<file path="src/rtl/alu_ctrl_pkg.sv">
// Shared constants, encodings and decode payload for the multi-cycle ALU control block.
package alu_ctrl_pkg;

  localparam int unsigned CODE_W = 5;

  localparam logic [CODE_W-1:0] C_AND   = 5'b00000;
  localparam logic [CODE_W-1:0] C_OR    = 5'b00001;
  localparam logic [CODE_W-1:0] C_ADD   = 5'b00010;
  localparam logic [CODE_W-1:0] C_BEQ   = 5'b00011;
  localparam logic [CODE_W-1:0] C_MUL   = 5'b00100;
  localparam logic [CODE_W-1:0] C_SLTIU = 5'b00101;
  localparam logic [CODE_W-1:0] C_SUB   = 5'b00110;
  localparam logic [CODE_W-1:0] C_SLT   = 5'b00111;
  localparam logic [CODE_W-1:0] C_LW    = 5'b01000;
  localparam logic [CODE_W-1:0] C_BNE   = 5'b01001;
  localparam logic [CODE_W-1:0] C_LUI   = 5'b01011;
  localparam logic [CODE_W-1:0] C_SLL   = 5'b01101;
  localparam logic [CODE_W-1:0] C_SRA   = 5'b01110;
  localparam logic [CODE_W-1:0] C_SRAV  = 5'b01111;
  localparam logic [CODE_W-1:0] C_MULTU = 5'b10000;
  localparam logic [CODE_W-1:0] C_DIV   = 5'b10001;
  localparam logic [CODE_W-1:0] C_DIVU  = 5'b10010;

  localparam logic [5:0] F_SLL   = 6'b000000;
  localparam logic [5:0] F_SRA   = 6'b000011;
  localparam logic [5:0] F_SRAV  = 6'b000111;
  localparam logic [5:0] F_JR    = 6'b001000;
  localparam logic [5:0] F_MUL   = 6'b011000;
  localparam logic [5:0] F_MULTU = 6'b011001;
  localparam logic [5:0] F_DIV   = 6'b011010;
  localparam logic [5:0] F_DIVU  = 6'b011011;
  localparam logic [5:0] F_ADDU  = 6'b100001;
  localparam logic [5:0] F_SUBU  = 6'b100011;
  localparam logic [5:0] F_AND   = 6'b100100;
  localparam logic [5:0] F_OR    = 6'b100101;
  localparam logic [5:0] F_SLT   = 6'b101010;

  localparam logic [2:0] OP_RTYPE = 3'b000;
  localparam logic [2:0] OP_ADDI  = 3'b001;
  localparam logic [2:0] OP_SLTIU = 3'b010;
  localparam logic [2:0] OP_LUI   = 3'b011;
  localparam logic [2:0] OP_BEQ   = 3'b100;
  localparam logic [2:0] OP_LW    = 3'b101;
  localparam logic [2:0] OP_BNE   = 3'b110;
  localparam logic [2:0] OP_ORI   = 3'b111;

  typedef enum logic [1:0] {
    MDU_MUL   = 2'b00,
    MDU_MULTU = 2'b01,
    MDU_DIV   = 2'b10,
    MDU_DIVU  = 2'b11
  } mdu_op_t;

  typedef enum logic {
    IDLE = 1'b0,
    RUN  = 1'b1
  } state_t;

  typedef struct packed {
    logic [CODE_W-1:0] ctrl;
    logic              jr;
    logic              is_mdu;
    mdu_op_t           mdu_op;
    logic              illegal;
  } dec_t;

  // ALU control code reported when an MDU op completes.
  function automatic logic [CODE_W-1:0] mdu_code(input mdu_op_t op);
    case (op)
      MDU_MUL:   mdu_code = C_MUL;
      MDU_MULTU: mdu_code = C_MULTU;
      MDU_DIV:   mdu_code = C_DIV;
      default:   mdu_code = C_DIVU;
    endcase
  endfunction

endpackage

</file>
<file path="src/rtl/alu_ctrl_dec.sv">
// Combinational funct/ALUOp decode into control code, jr flag, MDU class and illegal flag.
module alu_ctrl_dec
  import alu_ctrl_pkg::*;
#(
  parameter int unsigned FUNCT_W = 6,
  parameter int unsigned ALUOP_W = 3
) (
  input  logic [FUNCT_W-1:0] funct,
  input  logic [ALUOP_W-1:0] aluop,
  output dec_t               dec
);

  always_comb begin
    dec = '0;
    case (aluop)
      ALUOP_W'(OP_ADDI):  dec.ctrl = C_ADD;
      ALUOP_W'(OP_SLTIU): dec.ctrl = C_SLTIU;
      ALUOP_W'(OP_LUI):   dec.ctrl = C_LUI;
      ALUOP_W'(OP_BEQ):   dec.ctrl = C_BEQ;
      ALUOP_W'(OP_LW):    dec.ctrl = C_LW;
      ALUOP_W'(OP_BNE):   dec.ctrl = C_BNE;
      ALUOP_W'(OP_ORI):   dec.ctrl = C_OR;
      ALUOP_W'(OP_RTYPE): begin
        case (funct)
          FUNCT_W'(F_ADDU): dec.ctrl = C_ADD;
          FUNCT_W'(F_SUBU): dec.ctrl = C_SUB;
          FUNCT_W'(F_AND):  dec.ctrl = C_AND;
          FUNCT_W'(F_OR):   dec.ctrl = C_OR;
          FUNCT_W'(F_SLT):  dec.ctrl = C_SLT;
          FUNCT_W'(F_SRA):  dec.ctrl = C_SRA;
          FUNCT_W'(F_SRAV): dec.ctrl = C_SRAV;
          FUNCT_W'(F_SLL):  dec.ctrl = C_SLL;
          FUNCT_W'(F_JR): begin
            dec.ctrl = C_ADD;
            dec.jr   = 1'b1;
          end
          FUNCT_W'(F_MUL): begin
            dec.ctrl   = C_MUL;
            dec.is_mdu = 1'b1;
            dec.mdu_op = MDU_MUL;
          end
          FUNCT_W'(F_MULTU): begin
            dec.ctrl   = C_MULTU;
            dec.is_mdu = 1'b1;
            dec.mdu_op = MDU_MULTU;
          end
          FUNCT_W'(F_DIV): begin
            dec.ctrl   = C_DIV;
            dec.is_mdu = 1'b1;
            dec.mdu_op = MDU_DIV;
          end
          FUNCT_W'(F_DIVU): begin
            dec.ctrl   = C_DIVU;
            dec.is_mdu = 1'b1;
            dec.mdu_op = MDU_DIVU;
          end
          default: dec.illegal = 1'b1;
        endcase
      end
      default: dec = '0;
    endcase
  end

endmodule

</file>
<file path="src/rtl/alu_ctrl_mc.sv">
// Multi-cycle ALU control: registered decode with handshake, MDU sequencing, stall and flush.
module alu_ctrl_mc
  import alu_ctrl_pkg::*;
#(
  parameter int unsigned FUNCT_W = 6,
  parameter int unsigned ALUOP_W = 3,
  parameter int unsigned CTRL_W  = 5,
  parameter int unsigned MUL_LAT = 4,
  parameter int unsigned DIV_LAT = 32
) (
  input  logic               clk_i,
  input  logic               rst_i,
  input  logic               valid_i,
  output logic               ready_o,
  input  logic [FUNCT_W-1:0] funct_i,
  input  logic [ALUOP_W-1:0] ALUOp_i,
  input  logic               flush_i,
  output logic [CTRL_W-1:0]  ALUCtrl_o,
  output logic               ctrl_valid_o,
  output logic               jr_o,
  output logic               illegal_o,
  output logic               mdu_start_o,
  output logic [1:0]         mdu_op_o,
  output logic               mdu_abort_o,
  output logic               stall_o
);

  localparam int unsigned MAX_LAT = (MUL_LAT > DIV_LAT) ? MUL_LAT : DIV_LAT;
  localparam int unsigned CNT_W   = $clog2(MAX_LAT + 1);
  localparam logic [CNT_W-1:0] MUL_CNT = CNT_W'(MUL_LAT - 1);
  localparam logic [CNT_W-1:0] DIV_CNT = CNT_W'(DIV_LAT - 1);

  dec_t              dec;
  state_t            state, state_nxt;
  logic [CNT_W-1:0]  cnt, cnt_nxt;
  mdu_op_t           op_q, op_nxt;
  logic [CTRL_W-1:0] ctrl_nxt;
  logic              jr_nxt, cv_nxt, ill_nxt, start_nxt, abort_nxt;

  alu_ctrl_dec #(
    .FUNCT_W (FUNCT_W),
    .ALUOP_W (ALUOP_W)
  ) u_dec (
    .funct (funct_i),
    .aluop (ALUOp_i),
    .dec   (dec)
  );

  assign ready_o  = (state == IDLE);
  assign stall_o  = (state == RUN);
  assign mdu_op_o = op_q;

  // Next-state and output decode; pulses default low, control word holds.
  always_comb begin
    state_nxt = state;
    cnt_nxt   = cnt;
    op_nxt    = op_q;
    ctrl_nxt  = ALUCtrl_o;
    jr_nxt    = jr_o;
    cv_nxt    = 1'b0;
    ill_nxt   = 1'b0;
    start_nxt = 1'b0;
    abort_nxt = 1'b0;
    case (state)
      IDLE: begin
        if (valid_i && !flush_i) begin
          if (dec.illegal) begin
            ill_nxt = 1'b1;
          end else if (dec.is_mdu) begin
            start_nxt = 1'b1;
            op_nxt    = dec.mdu_op;
            state_nxt = RUN;
            cnt_nxt   = dec.mdu_op[1] ? DIV_CNT : MUL_CNT;
          end else begin
            cv_nxt   = 1'b1;
            ctrl_nxt = CTRL_W'(dec.ctrl);
            jr_nxt   = dec.jr;
          end
        end
      end
      RUN: begin
        // Flush wins over completion, even on the final count.
        if (flush_i) begin
          state_nxt = IDLE;
          abort_nxt = 1'b1;
          cnt_nxt   = '0;
        end else if (cnt == '0) begin
          state_nxt = IDLE;
          cv_nxt    = 1'b1;
          ctrl_nxt  = CTRL_W'(mdu_code(op_q));
          jr_nxt    = 1'b0;
        end else begin
          cnt_nxt = cnt - CNT_W'(1);
        end
      end
      default: state_nxt = IDLE;
    endcase
  end

  // State, counter and output registers.
  always_ff @(posedge clk_i) begin
    if (rst_i) begin
      state        <= IDLE;
      cnt          <= '0;
      op_q         <= MDU_MUL;
      ALUCtrl_o    <= '0;
      jr_o         <= 1'b0;
      ctrl_valid_o <= 1'b0;
      illegal_o    <= 1'b0;
      mdu_start_o  <= 1'b0;
      mdu_abort_o  <= 1'b0;
    end else begin
      state        <= state_nxt;
      cnt          <= cnt_nxt;
      op_q         <= op_nxt;
      ALUCtrl_o    <= ctrl_nxt;
      jr_o         <= jr_nxt;
      ctrl_valid_o <= cv_nxt;
      illegal_o    <= ill_nxt;
      mdu_start_o  <= start_nxt;
      mdu_abort_o  <= abort_nxt;
    end
  end

endmodule

</file>
<file path="config.mk">
export PLATFORM = sky130hd
export DESIGN_NAME = alu_ctrl_mc
export DESIGN_NICKNAME = d
export VERILOG_FILES = /design/src/rtl/alu_ctrl_pkg.sv /design/src/rtl/alu_ctrl_dec.sv /design/src/rtl/alu_ctrl_mc.sv
export SDC_FILE = /design/constraint.sdc
export NUM_CORES = 1
export LEC_CHECK = 0
export ABC_AREA = 1
export BUFFER_PORTS_ARGS = -buffer_cell sky130_fd_sc_hd__buf_2
export CAP_MARGIN = 20
export CORE_ASPECT_RATIO = 1.25
export CORE_MARGIN = 4
export CORE_UTILIZATION = 45
export CTS_BUF_LIST = sky130_fd_sc_hd__clkbuf_2 sky130_fd_sc_hd__clkbuf_4 sky130_fd_sc_hd__clkbuf_8
export CTS_CLUSTER_SIZE = 40
export DETAILED_ROUTE_END_ITERATION = 12
export MAX_ROUTING_LAYER = met4
export PLACE_DENSITY = 0.78
export RECOVER_POWER = 50
export SLEW_MARGIN = 5
export SYNTH_ARGS = -nofsm -noshare
export SYNTH_HDL_FRONTEND = slang
export SYNTH_SLANG_ARGS = --single-unit
</file>
<file path="constraint.sdc">
create_clock -name clk_i -period 2.5 [get_ports clk_i]
set_input_delay 0.625 -clock clk_i [delete_from_list [all_inputs] [get_ports clk_i]]
set_output_delay 0.625 -clock clk_i [all_outputs]
set_load 0.005 [all_outputs]
</file>
======== Yosys cells after proc, flatten, opt, wreduce, memory -nomap -nowiden ========
Index checks and enable logic that the tools add are counted.
cells by class
  multiplexer cells ....................... 40
  bitwise logic cells ..................... 3
  add/sub/neg operators ................... 1
  reduce and logical (&&, ||, !) cells .... 14
  eq/ne operators ......................... 28
operators by type and width
  cell                                                                      count
  5-bit case mux with 11 select lines                                       1
  5-bit case mux with 8 select lines                                        1
  5-bit two-way mux                                                         7
  6-bit equality test (second input constant)                               5
  6-bit two-way mux                                                         5
  6-bit by 5-bit equality test with 1-bit output (second input constant)    4
  1-bit two-way mux                                                         19
  5-bit case mux with 3 select lines                                        1
  13-bit OR reduction                                                       1
  3-bit equality test (second input constant)                               4
  6-bit logical NOT                                                         2
  3-bit case mux with 4 select lines                                        1
  6-bit case mux with 2 select lines                                        1
  5-bit case mux with 2 select lines                                        1
  4-bit AND reduction                                                       2
  3-bit by 2-bit equality test with 1-bit output (second input constant)    2
  6-bit by 2-bit equality test with 1-bit output (second input constant)    1
  6-bit by 3-bit equality test with 1-bit output (second input constant)    1
  6-bit by 4-bit equality test with 1-bit output (second input constant)    1
  2-bit by 1-bit inequality test with 1-bit output (second input constant)  3
  2-bit inequality test (second input constant)                             3
  1-bit case mux with 2 select lines                                        3
  2-bit OR reduction                                                        3
  6-bit by 1-bit subtractor with 6-bit output (second input constant)       1
  other kinds (11)                                                          13
storage, ports and cells
  logic and storage cells ................. 95
  bits of input ports ..................... 13
  flip-flop bits (word level) ............. 19

======== Logic depth before layout (Yosys ltp) ========
  word-level depth ........................ 9
  mapped depth ............................ 13

======== Hierarchy ========
From an unflattened synthesis, not the netlist that was laid out.
second synthesis, totals
  cell total of the unflattened synthesis .. 205
  area total of the unflattened synthesis .. 1338.8 um2
modules (own cells, without submodules)
  module        area each (um2)  cells each  sequential area each (um2)  instances
  alu_ctrl_mc   1013.5           132         380.4                       1
  alu_ctrl_dec  325.3            73          0.0                         1

======== Worst setup path before layout ========
No wires, ideal clock.
  path kind ............................... in2reg
  start ................................... in funct_i[1]
  end ..................................... reg ALUCtrl_o[3]
  path buffers ............................ 0
  slack ................................... 826 ps
  data arrival time ....................... 1560 ps
  required time ........................... 2386 ps
  stages .................................. 10
  cells stage by stage .................... nand2_1 inv_1 nand3_1 nand2_2 nor2_2 nand4_4 nand2_4 inv_2 nor2_1 nor2_2
on the way
  longest elaborated chain between the ends .. 8
  elaborated cells between the ends (all ways) .. 27
  classes of those cells .................. 14 x eq/ne; 9 x mux; 4 x reduce/logical
ends and longest elaborated chain
  item                                                                                          RTL line            text
  start: declaration                                                                            alu_ctrl_mc.sv:15   input logic [FUNCT_W-1:0] funct_i,
  6-bit equality test / 6-bit by 4-bit equality test with 1-bit output (equally long branches)  alu_ctrl_dec.sv:24  case (funct)
  2-bit OR reduction (no line)                                                                  --
  5-bit case mux with 11 select lines                                                           alu_ctrl_dec.sv:24
  5-bit case mux with 8 select lines                                                            alu_ctrl_dec.sv:15  case (aluop)
  5-bit two-way mux                                                                             alu_ctrl_mc.sv:69   end else if (dec.is_mdu) begin
  5-bit two-way mux                                                                             alu_ctrl_mc.sv:67   if (dec.illegal) begin
  5-bit two-way mux                                                                             alu_ctrl_mc.sv:66   if (valid_i && !flush_i) begin
  5-bit case mux with 2 select lines                                                            alu_ctrl_mc.sv:64   case (state)
  end signal: assignment                                                                        alu_ctrl_mc.sv:116  ALUCtrl_o <= ctrl_nxt;
  end: declaration                                                                              alu_ctrl_mc.sv:18   output logic [CTRL_W-1:0] ALUCtrl_o,
Parallel ways exist; a longest one is shown, timed or not. The select of a mux whose other input is x is not followed.
A chain may end at the register's enable or synchronous reset.

======== Worst setup path after layout ========
  start ................................... reg state (netlist: stall_o)
  end ..................................... out ready_o
on the way
  longest elaborated chain between the ends .. 1
ends and longest elaborated chain
  item                      RTL line            text
  start: declaration        alu_ctrl_mc.sv:34   state_t state, state_nxt;
  start signal: assignment  alu_ctrl_mc.sv:113  state <= state_nxt;
  1-bit NOT                 --
  end: declaration          alu_ctrl_mc.sv:14   output logic ready_o,
No other way between the ends.

==> run summary <==
### Synth
* 28.8% — proportion of synthesized chip area in sequential cells
* 6.08 sq um — mean instance size in the synthesized netlist
* 0 — number of warnings reported in the yosys synthesis log
* 49.1% — post-synthesis share of cell area spent on and, or, nand and nor gates
* 24 — count of distinct cell types in the synthesized netlist
* 1.33% — Synth Area in XOR/XNOR
* 19 — count of state elements after synthesis
* 0 — number of enable-type register cells in the synthesized netlist
* nand2_1 — most frequent cell after synthesis
* 0.00132 sq mm — Syn Std Cell Area
* dfxtp_1 29%, nand2_1 15%, nor2_1 11% — leading cell types by total area after synthesis
* 51 x nand2_1, 37 x nor2_1, 24 x inv_1 — synth cell count leaders
* 0% — multiplexer area fraction after synthesis
* 217 — number of cells produced by synthesis
* 28.8% — area share of the largest cell type after synthesis
* dfxtp_1 — Top FF cell, synth
* 0% — proportion of register bits with asynchronous set or reset after synthesis
* dfxtp_1 — library cell occupying the most area in the post-synthesis netlist
* 8.91% — area fraction in compound gates after synthesis
* 1.90% — Post-Synth Adder-Cell Area
* 232 — Syn Nets
* simple AND/OR/NAND/NOR gates — largest family of logic cells by synthesized area

### Placed design
* 276 — Placed Instances
* 26 — port buffer count
* 2450 um — HPWL after detailed placement
* 1.01 — GPL Wtd Cong
* 0.00149 sq mm — standard cell area after detailed placement

### Global routing
* 0 — antenna violations before repair
* met2 — busiest layer in global routing
* 1.30% — global routing met3 resource utilization
* 32.4% — met2 Track Usage GR
* 17.9% — GR Util All Layers
* 16 — largest net degree at the start of global routing
* 20.0% — met1 global-route usage
* 1330 — number of global-route vias before repair
* 0 — leftover overflow at the end of global routing
* 5420 um — first-pass GRT wire length

### Critical path
* register — kind of start point of the critical path
* primary output — endpoint type of the worst setup path
* 310 ps — slowest stage delay, CP
* buf_4 > inv_2 > buf_2 — worst path cell trace
* register to primary output — critical path start-end classification
* 1880 ps — required time of the critical path
* 1140 ps — WP data arrival
* 15 — Crit Path Max Fanout
* dfxtp_1 — cell at the slowest stage of the critical path

### Run
* 0 — max-cap violation count

### Layout
* 0.00151 sq mm — final instance area
* 14.5% — Layout area overhead
* 0 — diode count
* 262 — Total Nets Final
* 18.3% — share of post-route cells with drive strength above 1
* 280 — final instance count without filler cells

### Floorplan
* 56.4 um — Chip Width
* 21 — Rows
* 27 — top-level port count
* 47.8% — initial cell density of the core
* 0.00276 sq mm — total core area
* 68.6 um — height of the die
* 0.00387 sq mm — die area

### Clock tree
* 3 — number of buffers added by the clock tree synthesis step
* 0 — post-CTS resize count
* 110 ps — post-CTS clock slew at the launch and capture registers of the worst setup and hold paths
* 19 — number of sinks on the clock net
* 0 — hold_buf cts
* 0 — total setup buffers inserted after CTS
* 1 — H-tree lvl count
* 2 — Max Root-Sink Buffers
* built — CTS tree
* clkbuf_4 — Root Buffer
* 300 ps — insertion delay of the later-clocked pin in the worst-skew pair

### Detailed routing
* 1407 — count of vias placed by the detailed router
* 48 — number of violations reported at the end of detailed-routing iteration 0
* 5.03 — number of vias per cell after detailed routing
* 4 — Initial DRT Pass Iterations
* 11.1 um — average routed wire per standard cell
* 3110 um — routed wire length
* 0 — final antenna-violating net count
* 0 — DRC violation count after routing

### Run status
* completed — result of the run

### STA
* 72.0% — worst slew margin relative to its limit
* 0 — number of pins with negative max-slew slack in the final report
* 0 — final number of hold-violating endpoints
* 0 ps — Total Negative Setup Slacks
* 477 ps — worst hold slack after final layout
* 1760 ps — time the worst path needs with I/O delays and setup
* 420 ps — Tightest Pin Transition
* no — setup repair after global routing missed its margin
* 1.80 ps — Worst Clk Skew
* 0 — count of endpoints failing setup in the final report
* 70.5% — final worst-path cycle share
* 0.567 GHz — peak clock frequency supported by timing

### Power and ir drop
* 0.730 nW — cell leakage power
* 0.183 mV — maximum VDD drop
* 375 mW/mm^2 — PD cells

### Hold path
* register to register — min-delay worst type

==> worst max-delay path, delay by kind of cell, from the launching register on <==
kind	cells	cell delay [ps]
buffers and inverters	3	520
flip-flops	1	310
==> cell families (layout without fill, tap and decap cells) <==
kind of cell | Yosys count | in the layout
buffers and inverters | 35 | 64
and+or+nand+nor | 137 | 137
DFF | 19 | 19
xor gates and xnor gates | 2 | 2
adders and majority gates | 2 | 2
AOI/OAI and AO/OA | 22 | 22
==> layer usage <==
| layer | routed length [um] | vias up |
|---|---|---|
| met5 | 0 | - |
| met4 | 78 | 0 |
| met3 | 107 | 7 |
| met2 | 1570 | 27 |
| met1 | 1360 | 619 |
| li1 | - | 754 |
==> metrics by stage <==
stage	total power, W	util (%)	worst slack [ps]
3_3_place_gp	0.000414	54.1	530
4_1_cts	0.000571	55.1	730
5_1_grt	0.000589	54.8	623
2_1_floorplan	0.000381	-	826
3_5_place_dp	0.000415	54.1	528
6_report	0.000568	54.8	737
==> cell type report <==
| type | count | area [sq um] |
|---|---|---|
| clock buffer | 3 | 22.5 |
| inverter | 33 | 124 |
| clock inverter | 1 | 5.00 |
| sequential | 19 | 380 |
| tap | 34 | 42.5 |
| fill | 309 | 1250 |
| multi-input combinational | 163 | 808 |
| timing repair buffer | 27 | 129 |
==> where the power goes <==
part | internal [W] | switching, W | leakage, nW
registers | 0.000309 | 0.00000244 | 0.154
logic | 0.0000333 | 0.0000634 | 0.558
clock network | 0.0000598 | 0.000100 | 0.0177
==> cell usage in the layout (no fill, tap or decap), types with 4 or more instances in the layout <==
cell       n
buf_2     19
nand2_1   51
dfxtp_1   19
inv_1     25
clkbuf_1   7
a21oi_1   15
o21ai_0    4
nor2_1    37
nor2_2     5
nand4_1    7
nand3_1   23
inv_2      7
==> registers in the layout, indices dropped and copies added (netlist names) <==
name	flops
ALUCtrl_o	5
cnt	6
ctrl_valid_o	1
illegal_o	1
jr_o	1
mdu_abort_o	1
mdu_op_o	2
mdu_start_o	1
stall_o	1
==> final timing paths <==
| path | slack (ps) | end | cells past startpoint | from |
|---|---|---|---|---|
| setup / recovery | 740 | ready_o | 3 | stall_o$_SDFF_PP0_ |
| hold / removal | 480 | ALUCtrl_o[2]$_SDFFE_PP0P_ | 2 | ALUCtrl_o[2]$_SDFFE_PP0P_ |
| hold reg to reg | 480 | ALUCtrl_o[2]$_SDFFE_PP0P_ | 2 | ALUCtrl_o[2]$_SDFFE_PP0P_ |
| setup reg to reg | 810 | cnt[5]$_SDFFE_PP0P_ | 9 | cnt[0]$_SDFFE_PP0P_ |
Note: power is estimated with default switching activity, not from simulation.
